===== src/rtl/bpred_pht_sched.sv =====
// rtl/bpred_pht_sched.sv - single-port PHT scheduler: init sweep, lookup/update arbitration, queued RMW updates
// Optional feature macro: BP_PHT_ORDER_EN (lookups that hit a pending update wait for it to commit)
module bpred_pht_sched #(
  parameter int         INDEX_SIZE = 7,
  parameter int         FIFO_DEPTH = 4,
  parameter logic [1:0] INIT_STATE = 2'b10
) (
  input  logic                              clk,
  input  logic                              rst,
  input  logic                              flush,
  input  logic                              lk_valid,
  input  logic [INDEX_SIZE-1:0]             lk_index,
  output logic                              lk_stall,
  output logic                              lk_rvalid,
  output logic                              lk_pred,
  input  logic                              upd_valid,
  input  logic [INDEX_SIZE-1:0]             upd_index,
  input  logic                              upd_taken,
  output logic                              upd_ready,
  output logic                              tbl_en,
  output logic                              tbl_we,
  output logic [INDEX_SIZE-1:0]             tbl_addr,
  output logic [1:0]                        tbl_wdata,
  input  logic [1:0]                        tbl_rdata,
  output logic                              init_done,
  output logic [$clog2(FIFO_DEPTH+1)-1:0]   pending_cnt
);

  localparam int PW = $clog2(FIFO_DEPTH);
  localparam int CW = $clog2(FIFO_DEPTH+1);

  typedef enum logic [1:0] {S_INIT, S_IDLE, S_UPD_RD, S_UPD_WR} state_t;

  state_t                state;
  logic [INDEX_SIZE-1:0] sweep;
  logic [INDEX_SIZE-1:0] q_idx [FIFO_DEPTH];
  logic [FIFO_DEPTH-1:0] q_tkn;
  logic [PW-1:0]         wr_ptr;
  logic [PW-1:0]         rd_ptr;
  logic [CW-1:0]         count;
  logic [INDEX_SIZE-1:0] rmw_idx;
  logic                  rmw_tkn;
  logic [1:0]            rmw_ctr;
  logic [1:0]            new_ctr;
  logic                  rd_wait;

  logic full, empty, in_rmw, hold, lk_win, issue, commit, push, fifo_clr;

  assign full     = (count == CW'(FIFO_DEPTH));
  assign empty    = (count == '0);
  assign in_rmw   = (state == S_UPD_RD) || (state == S_UPD_WR);
  assign fifo_clr = flush && (state != S_INIT);

`ifdef BP_PHT_ORDER_EN
  logic [FIFO_DEPTH-1:0] q_vld;
  logic                  match;

  // A lookup aimed at any queued or in-flight update index must wait for it
  always_comb begin
    match = in_rmw && (rmw_idx == lk_index);
    for (int i = 0; i < FIFO_DEPTH; i++) begin
      if (q_vld[i] && (q_idx[i] == lk_index)) match = 1'b1;
    end
  end

  assign hold = full | match;

  // Per-slot valid bits so the match above ignores stale slots
  always_ff @(posedge clk or negedge rst) begin
    if (!rst) begin
      q_vld <= '0;
    end else if (fifo_clr) begin
      q_vld <= '0;
    end else begin
      if (issue) q_vld[rd_ptr] <= 1'b0;
      if (push)  q_vld[wr_ptr] <= 1'b1;
    end
  end
`else
  assign hold = full;
`endif

  assign lk_win    = (state != S_INIT) && lk_valid && !hold;
  assign lk_stall  = (state == S_INIT) || (lk_valid && hold);
  assign issue     = (state == S_IDLE) && !empty && !lk_win;
  assign commit    = (state == S_UPD_WR) && !lk_win;
  assign upd_ready = !full && init_done;
  assign push      = upd_valid && upd_ready && !flush;
  assign lk_pred   = lk_rvalid && tbl_rdata[1];
  assign pending_cnt = count + CW'(in_rmw);

  // 2-bit saturating counter step for the update being written back
  always_comb begin
    new_ctr = rmw_ctr;
    if (rmw_tkn && (rmw_ctr != 2'b11))       new_ctr = rmw_ctr + 2'd1;
    else if (!rmw_tkn && (rmw_ctr != 2'b00)) new_ctr = rmw_ctr - 2'd1;
  end

  // Table port mux: sweep, then lookup, then RMW read issue, then RMW write-back
  always_comb begin
    tbl_en    = 1'b0;
    tbl_we    = 1'b0;
    tbl_addr  = '0;
    tbl_wdata = '0;
    if (state == S_INIT) begin
      if (rst) begin
        tbl_en    = 1'b1;
        tbl_we    = 1'b1;
        tbl_addr  = sweep;
        tbl_wdata = INIT_STATE;
      end
    end else if (lk_win) begin
      tbl_en   = 1'b1;
      tbl_addr = lk_index;
    end else if (issue) begin
      tbl_en   = 1'b1;
      tbl_addr = q_idx[rd_ptr];
    end else if (commit) begin
      tbl_en    = 1'b1;
      tbl_we    = 1'b1;
      tbl_addr  = rmw_idx;
      tbl_wdata = new_ctr;
    end
  end

  // Control FSM: init sweep and the read-modify-write sequence
  always_ff @(posedge clk or negedge rst) begin
    if (!rst) begin
      state     <= S_INIT;
      sweep     <= '0;
      init_done <= 1'b0;
      rmw_idx   <= '0;
      rmw_tkn   <= 1'b0;
      rmw_ctr   <= '0;
      rd_wait   <= 1'b0;
      lk_rvalid <= 1'b0;
    end else begin
      lk_rvalid <= lk_win;
      rd_wait   <= issue;
      // Read data belongs to the RMW only on the cycle right after its read;
      // a lookup that freezes UPD_RD afterwards cannot overwrite the capture.
      if (rd_wait) rmw_ctr <= tbl_rdata;
      case (state)
        S_INIT: begin
          sweep <= sweep + 1'b1;
          if (&sweep) begin
            state     <= S_IDLE;
            init_done <= 1'b1;
          end
        end
        S_IDLE: begin
          if (issue) begin
            rmw_idx <= q_idx[rd_ptr];
            rmw_tkn <= q_tkn[rd_ptr];
            state   <= S_UPD_RD;
          end
        end
        S_UPD_RD: begin
          if (!lk_win) state <= S_UPD_WR;
        end
        S_UPD_WR: begin
          if (commit) state <= S_IDLE;
        end
        default: state <= S_INIT;
      endcase
    end
  end

  // Update queue pointers and occupancy; flush drops everything not yet issued
  always_ff @(posedge clk or negedge rst) begin
    if (!rst) begin
      wr_ptr <= '0;
      rd_ptr <= '0;
      count  <= '0;
    end else if (fifo_clr) begin
      wr_ptr <= '0;
      rd_ptr <= '0;
      count  <= '0;
    end else begin
      if (push)  wr_ptr <= wr_ptr + 1'b1;
      if (issue) rd_ptr <= rd_ptr + 1'b1;
      count <= count + CW'(push) - CW'(issue);
    end
  end

  // Update queue storage
  always_ff @(posedge clk) begin
    if (push) begin
      q_idx[wr_ptr] <= upd_index;
      q_tkn[wr_ptr] <= upd_taken;
    end
  end

endmodule


===== config.mk =====
export PLATFORM = sky130hd
export DESIGN_NAME = bpred_pht_sched
export DESIGN_NICKNAME = d
export VERILOG_FILES = /design/src/rtl/bpred_pht_sched.sv
export SDC_FILE = /design/constraint.sdc
export NUM_CORES = 1
export LEC_CHECK = 0
export CAP_MARGIN = 10
export CORE_AREA = 2 2 119 92
export CTS_BUF_LIST = sky130_fd_sc_hd__clkbuf_4 sky130_fd_sc_hd__clkbuf_8
export CTS_CLUSTER_DIAMETER = 120
export CTS_CLUSTER_SIZE = 10
export DETAILED_ROUTE_END_ITERATION = 6
export DIE_AREA = 0 0 121 94
export GPL_TIMING_DRIVEN = 0
export HOLD_SLACK_MARGIN = 0.06
export PLACE_DENSITY_LB_ADDON = 0.3
export REMOVE_ABC_BUFFERS = 1
export SLEW_MARGIN = 30
export SYNTH_ARGS = -nofsm -noshare
export SYNTH_HDL_FRONTEND = slang
export SYNTH_SLANG_ARGS = --single-unit

===== constraint.sdc =====
create_clock -name clk -period 6.9 [get_ports clk]
set_input_delay 1.035 -clock clk [delete_from_list [all_inputs] [get_ports clk]]
set_output_delay 1.035 -clock clk [all_outputs]
set_load 0.02 [all_outputs]

After elaboration in Yosys (flattened, before gate mapping)
Memory sizes are Yosys's and may differ from the RTL's.
Cells that the tools add are included.
Storage, ports and cells
  register bits: 33
  RAM bits: 28
  input port bits: 22
  logic and storage cells: 101
  memories: 1
Operators by class
  add/subtract/negate cells: 8
  magnitude comparators: 3
  equal/unequal tests: 9
  muxes and demuxes: 37
  reduce and logical (&&, ||, !) cells: 31
Memories
  q_idx: depth 4, bits a word 7, rd ports 1, clocked after memory_dff 0, write ports 1, RTL line 36  | logic [INDEX_SIZE-1:0] q_idx [FIFO_DEPTH];
Operators with widths (count)
  $mux 7: 5
  $mux 2: 15
  $logic_and 1x1->1: 14
  $mux 1: 12
  $ne 2x2->1 const B: 4
  $pmux 2 s4: 1
  $reduce_and 8->1: 1
  $reduce_bool 2->1: 4
  $add 7x1->7 const B: 1
  $reduce_and 7->1: 1
  $add 2x1->2 const B: 3
  $add 3x1->3: 2
  $lt 2x3->1 const B: 2
  $logic_not 1->1: 5
  $bwmux 4: 1
  $eq 2x2->1 const B: 2
  $reduce_and 4->1: 1
  $eq 3x3->1 const B: 1
  $logic_not 3->1: 1
  $mux 3: 1
  $sub 3x1->3: 1
  $bmux 1 s2: 1
  $demux 1 s2: 1
  $eq 2x1->1 const B: 1
  6 further kinds: 7

Logic depth before layout (Yosys ltp)
Gate-level depths: netlist of run 1.
  depth in word-level cells: 9
  gate-level depth with buffers: 15
  gate-level depth less buffers: 13

Worst setup path after synthesis of run 1
No wires, ideal clock.
  kind: in2out
  start point: input port lk_valid
  end point: output port tbl_wdata[1]
  arrival: 2265 ps
  required time: 5865 ps
  path slack: 3600 ps
  cell stages on the path: 5
  path buffers: 1
  path through: nand2b_1 > clkbuf_1 > o211ai_2 > nand4b_1 > o21ai_0
On the way
  word-level cells in the longest chain between the ends: 8
  elaborated cells on any way between the ends: 9
Ends and longest elaborated chain
  start, declared: RTL line 11  | input logic lk_valid,
  $logic_and 1x1->1 * (2 in series): RTL line 83  | assign lk_win = (state != S_INIT) && lk_valid && !hold;
  $logic_not 1->1
  $logic_and 1x1->1: RTL line 86  | assign commit = (state == S_UPD_WR) && !lk_win;
  $mux 2: RTL line 118  | end else if (commit) begin
  $mux 2: RTL line 115  | end else if (issue) begin
  $mux 2 *: RTL line 112  | end else if (lk_win) begin
  $mux 2 *: RTL line 105  | if (state == S_INIT) begin
  end, declared: RTL line 23  | output logic [1:0] tbl_wdata,
Every way passes the cells marked *; elsewhere a longest branch is shown, timed or not.

Worst setup path after layout of run 1
  start point: input port lk_valid
  end point: output port tbl_addr[2]
On the way
  word-level cells in the longest chain between the ends: 8
  elaborated cells on any way between the ends: 9
Ends and longest elaborated chain
  $logic_and 1x1->1 * (2 in series): RTL line 83
  $logic_not 1->1
  $logic_and 1x1->1: RTL line 86
  $mux 7: RTL line 118
  $mux 7: RTL line 115
  $mux 7 *: RTL line 112
  $mux 7 *: RTL line 105
  end, declared: RTL line 22  | output logic [INDEX_SIZE-1:0] tbl_addr,
Marks and branches as above.

==> flow_metrics.py, run 1 <==
metrics = {
    "sta": {
        "fin_ws_ps": 2310,
        "finalCriticalPeriod_ps": 4590,
        "post-route-period-util_pct": 66.5,
        "final_max_slew_viol_count": 0,
        "rsz0062_at_grt": "no",
        "fin_tns_setup_ps": 0,
        "clock.fmax_mhz": 218,
        "finalHoldViolations": 0,
        "max_slew_margin_pct": 54.8,
        "tightest_slew_ps": 678,
        "setup_viol": 0,
        "skew_ps": 10.2,
    },
    "floorplanning": {
        "initial_core_util_pct": 29.4,
        "core-area_mm2": 0.0101,
        "dieArea_mm2": 0.0114,
        "die_w_um": 121,
        "io_pins": 41,
        "die_y_um": 94,
        "rows": 32,
    },
    "global_route": {
        "grt_max_degree": 22,
        "grt_first_pass_wirelength_um": 10200,
        "gr-usage-all-layers_pct": 12.0,
        "antenna_found_initial": 0,
        "grt_pass1_vias": 1943,
        "grt_overflow_total": 0,
    },
    "drt": {
        "dr.first_iter.drc_count": 96,
        "finalWirelength_um": 6280,
        "ant_nets": 0,
        "firstDrtPassIters": 4,
        "wire_per_inst_um": 15.4,
        "routed_via_density": 4.66,
        "drc": 0,
        "vias": 1903,
    },
    "status": {
        "status": "completed",
    },
    "cells_and_area": {
        "drive_above_1_share_pct": 13.6,
        "final_common_cell": "clkdlybuf4s50_1",
        "final_area_mm2": 0.00374,
        "area_growth_pct": 25.5,
        "diodes": 0,
        "nFillCells": 965,
        "final_cell_mix": "39 x clkdlybuf4s50_1, 32 x edfxtp_1, 29 x dfrtp_1",
        "nets": 307,
    },
    "yosys": {
        "syn_avg_cell_area_um2": 13.3,
        "ys_ff_latch": 61,
        "yosysUniqueCellTypes": 43,
        "ys_warn_count": 0,
        "synth_area_mm2": 0.00298,
        "ys_seq_area_share_pct": 56.6,
        "synth_cells": 225,
    },
    "worst_setup_path": {
        "crit_path_start_kind": "primary input",
        "cp_data_required_time_ps": 5860,
        "cp_data_arrival_time_ps": 3550,
        "crit_start": "lk_valid",
        "r2r_start": "state[0]",
        "worst_r2r_path_depth": 13,
        "cp_max_fo": 9,
        "crit_path_end_kind": "output pin",
        "critical_path_class": "in2out",
    },
    "pwr": {
        "power_density_mw_per_mm2": 199,
        "leakagePower_uw": 0.00155,
        "p_total_uw": 746,
        "vdd_drop_max_uv": 86.5,
    },
    "cts": {
        "cts_setup_buffers": 0,
        "ctsResizeCount": 0,
        "cts.sinks": 61,
        "hold_buffers": 0,
        "cts_inserted_buffers": 9,
        "cts_root_buf": "clkbuf_8",
        "cts_tree": "yes",
        "insertion_delay_ps": 330,
        "cts_max_path_buffers": 2,
        "cts_max_level": 3,
        "path_clk_slew_ps": 70,
    },
    "place": {
        "dp_hpwl_um": 4640,
        "place.gp.congestion": 0.704,
        "placed_cell_area_mm2": 0.00353,
        "io_buffers": 40,
        "post-place-ws_ps": 2270,
    },
    "worst_hold_path": {
        "hold_depth": 1,
        "worstHoldStart": "init_done",
        "hp-class": "reg2reg",
    },
    "job": {
        "maxCapViolCount": 0,
    },
}
[final cells by class]
type                    instances  area (µm²)  area share [%]
flip-flops and latches         61        1690            45.1
multi-input cells             138        1190            31.9
repair buffers                 41         423            11.3
well taps                     136         170            4.55
clock buffers                  12         159            4.25
inverters                      16        62.6            1.67
clock inverters                 4        47.5            1.27
[final timing paths]
path / slack [ps] / endpoint
worst max-delay path: 2310 / tbl_addr[2]
worst min-delay path: 490 / init_done
worst max register to register: 3390 / count[2]
worst min register to register: 490 / init_done
max in group asynchronous: 5850 / rmw_tkn
min in group asynchronous: 620 / wr_ptr[0]
[registers in the layout, summed over array words and instances, names as in the netlist]
| register | cells |
|---|---|
| init_done | 1 |
| rd_wait | 1 |
| q_tkn | 4 |
| sweep | 7 |
| q_idx | 28 |
| rd_ptr | 2 |
| rmw_tkn | 1 |
| count | 3 |
| state | 2 |
| rmw_idx | 7 |
| rmw_ctr | 2 |
| wr_ptr | 2 |
| lk_rvalid | 1 |
[layer usage]
layer  vias to the layer above  track usage [%]  share of wire [%]
met5                         -                0                  0
met4                         0             2.91               0.72
met3                         5             4.61                4.2
met2                        38             16.9                 42
met1                       945             17.3                 53
li1                        915                -                  -
[critical path, stage by stage]
cell and delay [ps]:
clkdlybuf4s50_1 540, nand2b_1 250, o211ai_2 450, nand4b_1 330, o221ai_1 290, clkdlybuf4s50_1 650
[Yosys cell counts (all sizes together)]
master | number | area (µm²)
a21boi | 2 | 15.0
a21o | 1 | 7.51
a21oi | 3 | 15.0
a221o | 1 | 10.0
a31o | 1 | 8.76
a31oi | 1 | 6.26
a32o | 5 | 50.1
and2 | 7 | 43.8
and3b | 1 | 8.76
buf | 4 | 18.8
clkbuf | 6 | 22.5
dfrtp | 29 | 726
edfxtp | 32 | 961
fa | 1 | 20.0
ha | 17 | 213
inv | 16 | 62.6
mux2 | 5 | 60.1
mux2i | 2 | 20.0
mux4 | 8 | 180
nand2 | 15 | 63.8
nand2b | 6 | 37.5
nand3 | 7 | 35.0
nand4 | 2 | 12.5
nand4b | 1 | 8.76
nor2 | 9 | 33.8
nor2b | 3 | 18.8
o2111ai | 7 | 61.3
o211ai | 1 | 12.5
o21ai | 7 | 35.0
o221ai | 2 | 17.5
o311ai | 5 | 43.8
o31a | 1 | 8.76
or2 | 2 | 12.5
or3 | 2 | 12.5
or3b | 1 | 11.3
or4bb | 1 | 11.3
xnor2 | 6 | 52.6
xor2 | 5 | 43.8
[through the flow]
step	cells	utilization, %	hold WS, ps
after floorplan	215	-	463
after global placement	391	34.7	478
after detailed placement	392	34.9	487
after CTS	408	36.9	505
after global routing	408	36.9	508
final	408	36.9	489
[report_power, final]
| group | total (µW) | internal (µW) | switching (µW) |
|---|---|---|---|
| Combinational | 39.7 | 20.7 | 19.1 |
| Sequential | 384 | 384 | 0.146 |
| Clock | 322 | 189 | 133 |
| Total | 746 | 594 | 152 |
[cell families after synthesis]
group / share of synthesized area, %
compound gates: 9.78
xor+xnor: 3.23
fa+ha+maj: 7.81
buf+inv: 3.48
flops: 56.6
mux: 8.73
simple gates: 10.4
Note: power is estimated with default switching activity, not from simulation.
==> run 2: changes to the inputs <==
==> constraint.sdc (replaced) <==
create_clock -name clk -period 3.99 [get_ports clk]
set_input_delay 0.5985 -clock clk [delete_from_list [all_inputs] [get_ports clk]]
set_output_delay 0.5985 -clock clk [all_outputs]
set_load 0.02 [all_outputs]
==> flow_metrics.py, run 2 (synthesis gave the netlist of run 1 again) <==
metrics = {
    "worst_setup_path": {
        "cp_max_fo": 11,
        "cp_data_arrival_time_ps": 3100,
        "max_stage_delay_ps": 630,
        "cp_data_required_time_ps": 3390,
        "crit_path_end_kind": "output pin",
        "cp_cell_sequence": "inv_1 > ha_1 > or4bb_1 > o311ai_0 > nand3_1 > a32o_1 > clkdlybuf4s50_1",
        "crit_path_start_kind": "flip-flop",
        "cp_slowest_cell": "or4bb_1",
        "critical_path_class": "reg2out",
    },
    "sta": {
        "clock.fmax_mhz": 271,
        "fin_tns_setup_ps": 0,
        "rsz0062_at_grt": "no",
        "max_slew_margin_pct": 59.1,
        "fin_ws_ps": 295,
        "skew_ps": 10.2,
        "final_max_slew_viol_count": 0,
        "finalHoldViolations": 0,
        "setup_viol": 0,
        "tightest_slew_ps": 613,
        "post-route-period-util_pct": 92.6,
        "finalCriticalPeriod_ps": 3690,
    },
    "cells_and_area": {
        "diodes": 0,
        "area_growth_pct": 26.0,
        "top_register": "q_idx",
        "final_cell_mix": "39 x clkdlybuf4s50_1, 32 x edfxtp_1, 29 x dfrtp_1",
        "nFillCells": 962,
        "final_area_mm2": 0.00376,
        "layout.cells.non_filler": 408,
        "nets": 307,
        "largestRegisters": "q_idx: 28 flops, rmw_idx: 7 flops, sweep: 7 flops",
        "drive_above_1_share_pct": 14.3,
        "final_common_cell": "clkdlybuf4s50_1",
        "largest_reg_flops": 28,
    },
    "job": {
        "maxCapViolCount": 0,
    },
    "global_route": {
        "grt_pass1_vias": 1945,
        "grt_first_pass_wirelength_um": 10200,
        "antenna_found_initial": 0,
        "grt_max_degree": 22,
        "grt_overflow_total": 0,
        "gr-usage-all-layers_pct": 12.0,
    },
    "cts": {
        "cts_max_level": 3,
        "cts_setup_buffers": 0,
        "cts_root_buf": "clkbuf_8",
        "insertion_delay_ps": 330,
        "cts_max_path_buffers": 2,
        "cts_inserted_buffers": 9,
        "cts_tree": "yes",
        "path_clk_slew_ps": 70,
        "cts.sinks": 61,
    },
    "drt": {
        "wire_per_inst_um": 15.4,
        "dr.first_iter.drc_count": 123,
        "vias": 1929,
        "ant_nets": 0,
        "routed_via_density": 4.73,
        "drc": 0,
        "finalWirelength_um": 6290,
        "firstDrtPassIters": 4,
    },
    "pwr": {
        "vdd_drop_max_uv": 150,
        "p_total_uw": 1290,
        "power_density_mw_per_mm2": 343,
        "leakagePower_uw": 0.00157,
    },
    "floorplanning": {
        "dieArea_mm2": 0.0114,
        "die_y_um": 94,
        "rows": 32,
        "initial_core_util_pct": 29.4,
        "die_w_um": 121,
        "io_pins": 41,
        "core-area_mm2": 0.0101,
    },
    "worst_hold_path": {
        "hp-class": "in2async",
    },
    "place": {
        "io_buffers": 40,
        "placed_cell_area_mm2": 0.00353,
        "dp_hpwl_um": 4640,
        "place_inst": 392,
        "post-place-ws_ps": 229,
        "place.gp.congestion": 0.704,
    },
    "status": {
        "status": "completed",
    },
}
==> run 2: cell counts in the layout (fill, tap and decap cells not counted) <==
Identical to the previous run, type by type.
==> run 2: per-layer routing <==
metal	share of wire, %	track usage (%)
met5	0	0
met4	0.73	2.91
met3	4.3	4.25
met2	42	17.0
met1	53	17.4
==> run 2: area by class of cell <==
cell class | instances | area [µm²] | share of cell area, %
multi-input cells | 138 | 1210 | 32.1
clock inverters | 4 | 47.5 | 1.27
inverters | 16 | 62.6 | 1.67
well taps | 136 | 170 | 4.53
flip-flops and latches | 61 | 1690 | 44.9
clock buffers | 12 | 159 | 4.23
repair buffers | 41 | 423 | 11.3
==> run 2: worst max-delay path, delay by kind of cell (launching register included) <==
family	cells	cell delay, ps
simple gates	2	800
buf+inv	2	650
flops	1	420
fa+ha+maj	1	450
compound gates	2	450
==> run 2: timing repair <==
item                                    in CTS  in global routing
gates resized for setup                      2                  1
endpoints found under the setup margin       9                 10
hold buffers                                 0                  0
==> run 2: metrics by stage <==
| stage | util (%) | hold WS (ps) |
|---|---|---|
| 6_report | 37.1 | 183 |
| 5_1_grt | 37.1 | 179 |
| 4_1_cts | 37.0 | 177 |
| 3_5_place_dp | 34.9 | 487 |
| 3_3_place_gp | 34.7 | 478 |
| 2_1_floorplan | - | 303 |
==> run 2: worst paths after layout <==
| check | start | endpoint | slack, ps | cells past startpoint |
|---|---|---|---|---|
| setup / recovery | state[1] | tbl_addr[3] | 300 | 7 |
| hold / removal | rst | wr_ptr[0] | 180 | 1 |
| setup reg to reg | state[0] | count[2] | 870 | 13 |
| hold reg to reg | init_done | init_done | 490 | 1 |
| max in group asynchronous | rst | rmw_tkn | 3380 | 2 |
| min in group clk | init_done | init_done | 490 | 1 |
==> run 2: report_power, final <==
part	internal, µW	leakage (µW)	switching (µW)
logic	35.9	0.000800	33.2
clock network	327	0.000106	229
registers	664	0.000664	0.252
total	1030	0.00157	263
==> run 3: changes to the inputs <==
--- a/config.mk
+++ b/config.mk
@@ -14,7 +14,7 @@
 export DIE_AREA = 0 0 121 94
 export GPL_TIMING_DRIVEN = 0
 export HOLD_SLACK_MARGIN = 0.06
-export PLACE_DENSITY_LB_ADDON = 0.3
+export PLACE_DENSITY = 0.53
 export REMOVE_ABC_BUFFERS = 1
 export SLEW_MARGIN = 30
 export SYNTH_ARGS = -nofsm -noshare
==> flow_metrics.py, run 3 (synthesis gave the netlist of run 1 again) <==
metrics = {
    "sta": {
        "skew_ps": 4.68,
        "clock.fmax_mhz": 265,
        "finalCriticalPeriod_ps": 3770,
        "finalHoldViolations": 0,
        "setup_viol": 0,
        "fin_tns_setup_ps": 0,
        "tightest_slew_ps": 619,
        "final_max_slew_viol_count": 0,
        "max_slew_margin_pct": 58.7,
        "rsz0062_at_grt": "no",
        "post-route-period-util_pct": 94.6,
    },
    "pwr": {
        "leakagePower_uw": 0.00157,
        "power_density_mw_per_mm2": 348,
        "p_total_uw": 1310,
        "vdd_drop_max_uv": 254,
    },
    "global_route": {
        "grt_overflow_total": 0,
        "grt_max_degree": 23,
        "grt_pass1_vias": 1912,
        "gr-usage-all-layers_pct": 12.0,
        "antenna_found_initial": 0,
        "grt_first_pass_wirelength_um": 10100,
    },
    "worst_setup_path": {
        "reg2reg_to": "count[2]",
        "r2r_start": "state[0]",
        "crit_start": "state[1]",
        "worst_r2r_path_depth": 13,
        "cp_max_fo": 11,
        "cp_data_arrival_time_ps": 3180,
        "r2r_slack_ps": 880,
        "critical_path_class": "reg2out",
        "crit_path_start_kind": "flip-flop",
        "crit_path_end_kind": "output pin",
        "cp_data_required_time_ps": 3390,
    },
    "cells_and_area": {
        "final_cell_mix": "39 x clkdlybuf4s50_1, 32 x edfxtp_1, 29 x dfrtp_1",
        "largest_reg_flops": 28,
        "final_common_cell": "clkdlybuf4s50_1",
        "diodes": 0,
        "largestRegisters": "q_idx: 28 flops, rmw_idx: 7 flops, sweep: 7 flops",
        "nets": 307,
        "top_register": "q_idx",
        "area_growth_pct": 26.3,
        "drive_above_1_share_pct": 14.3,
    },
    "job": {
        "maxCapViolCount": 0,
    },
    "cts": {
        "cts_setup_buffers": 0,
        "hold_buffers": 0,
        "cts_inserted_buffers": 9,
        "cts_max_level": 3,
        "cts_max_path_buffers": 2,
        "cts.sinks": 61,
        "cts_tree": "yes",
        "cts_root_buf": "clkbuf_8",
        "path_clk_slew_ps": 60,
        "insertion_delay_ps": 340,
        "ctsResizeCount": 2,
    },
    "floorplanning": {
        "rows": 32,
        "dieArea_mm2": 0.0114,
        "core-area_mm2": 0.0101,
        "die_y_um": 94,
        "io_pins": 41,
        "die_w_um": 121,
        "initial_core_util_pct": 29.4,
    },
    "drt": {
        "firstDrtPassIters": 4,
        "finalWirelength_um": 6210,
        "drc": 0,
        "routed_via_density": 4.64,
        "dr.first_iter.drc_count": 162,
        "ant_nets": 0,
        "vias": 1893,
        "wire_per_inst_um": 15.2,
    },
    "place": {
        "place.gp.congestion": 0.724,
        "dp_hpwl_um": 4650,
        "io_buffers": 40,
    },
    "worst_hold_path": {
        "hp-class": "in2async",
    },
    "status": {
        "status": "completed",
    },
}
[run 3: cell count changes in the layout (fill, tap and decap cells not counted)]
cell	change
clkbuf_8	+1
clkinv_2	-1
[run 3: how the worst max path moves through the flow]
stage                        endpoint  slack (ps)  cells past startpoint
final                     tbl_addr[3]         220                      7
after global routing      tbl_addr[0]          60                      7
after CTS                 tbl_addr[2]          20                      7
after detailed placement  tbl_addr[2]         260                      6
after global placement         tbl_en          20                      4
after floorplan              count[2]        1150                     13
[run 3: worst max-delay path, cell delays in order (launching register included)]
cell             delay (ps)
dfrtp_1                 410
inv_1                   130
ha_1                    480
or4bb_1                 640
o311ai_0                190
nand3_1                 170
a32o_1                  270
clkdlybuf4s50_1         530
[run 3: metrics by stage]
stage | cell area (µm²) | hold slack [ps] | setup slack, ps | cells | util [%]
6_report | 3760 | 152 | 216 | 408 | 37.2
3_3_place_gp | 3510 | 478 | 20.7 | 391 | 34.7
3_5_place_dp | 3530 | 489 | 262 | 392 | 34.9
4_1_cts | 3760 | 151 | 22.4 | 408 | 37.1
2_1_floorplan | 2940 | 303 | 1150 | 215 | -
5_1_grt | 3760 | 152 | 64.8 | 408 | 37.2
[run 3: where the power goes]
part | total, µW | switching, µW | internal [µW]
clock | 578 | 233 | 345
combinational | 68.5 | 32.7 | 35.9
sequential | 664 | 0.204 | 664
[run 3: per-layer routing]
layer  vias up  part of all wire, %  wire [µm]  GRT usage (%)
met4         0                 0.87         54           2.91
li1        913                    -          -              -
met1       934                   50       3130           16.9
met5         -                    0          0              0
met3         7                  5.7        357           5.04
met2        39                   43       2670           17.1
[run 3: final cells by class]
class | instances | area (µm²)
Clock buffer | 13 | 173
Multi-Input combinational cell | 138 | 1210
Fill cell | 976 | 6360
Sequential cell | 61 | 1690
Tap cell | 136 | 170
Inverter | 16 | 62.6
Timing Repair Buffer | 41 | 423
Clock inverter | 3 | 42.5
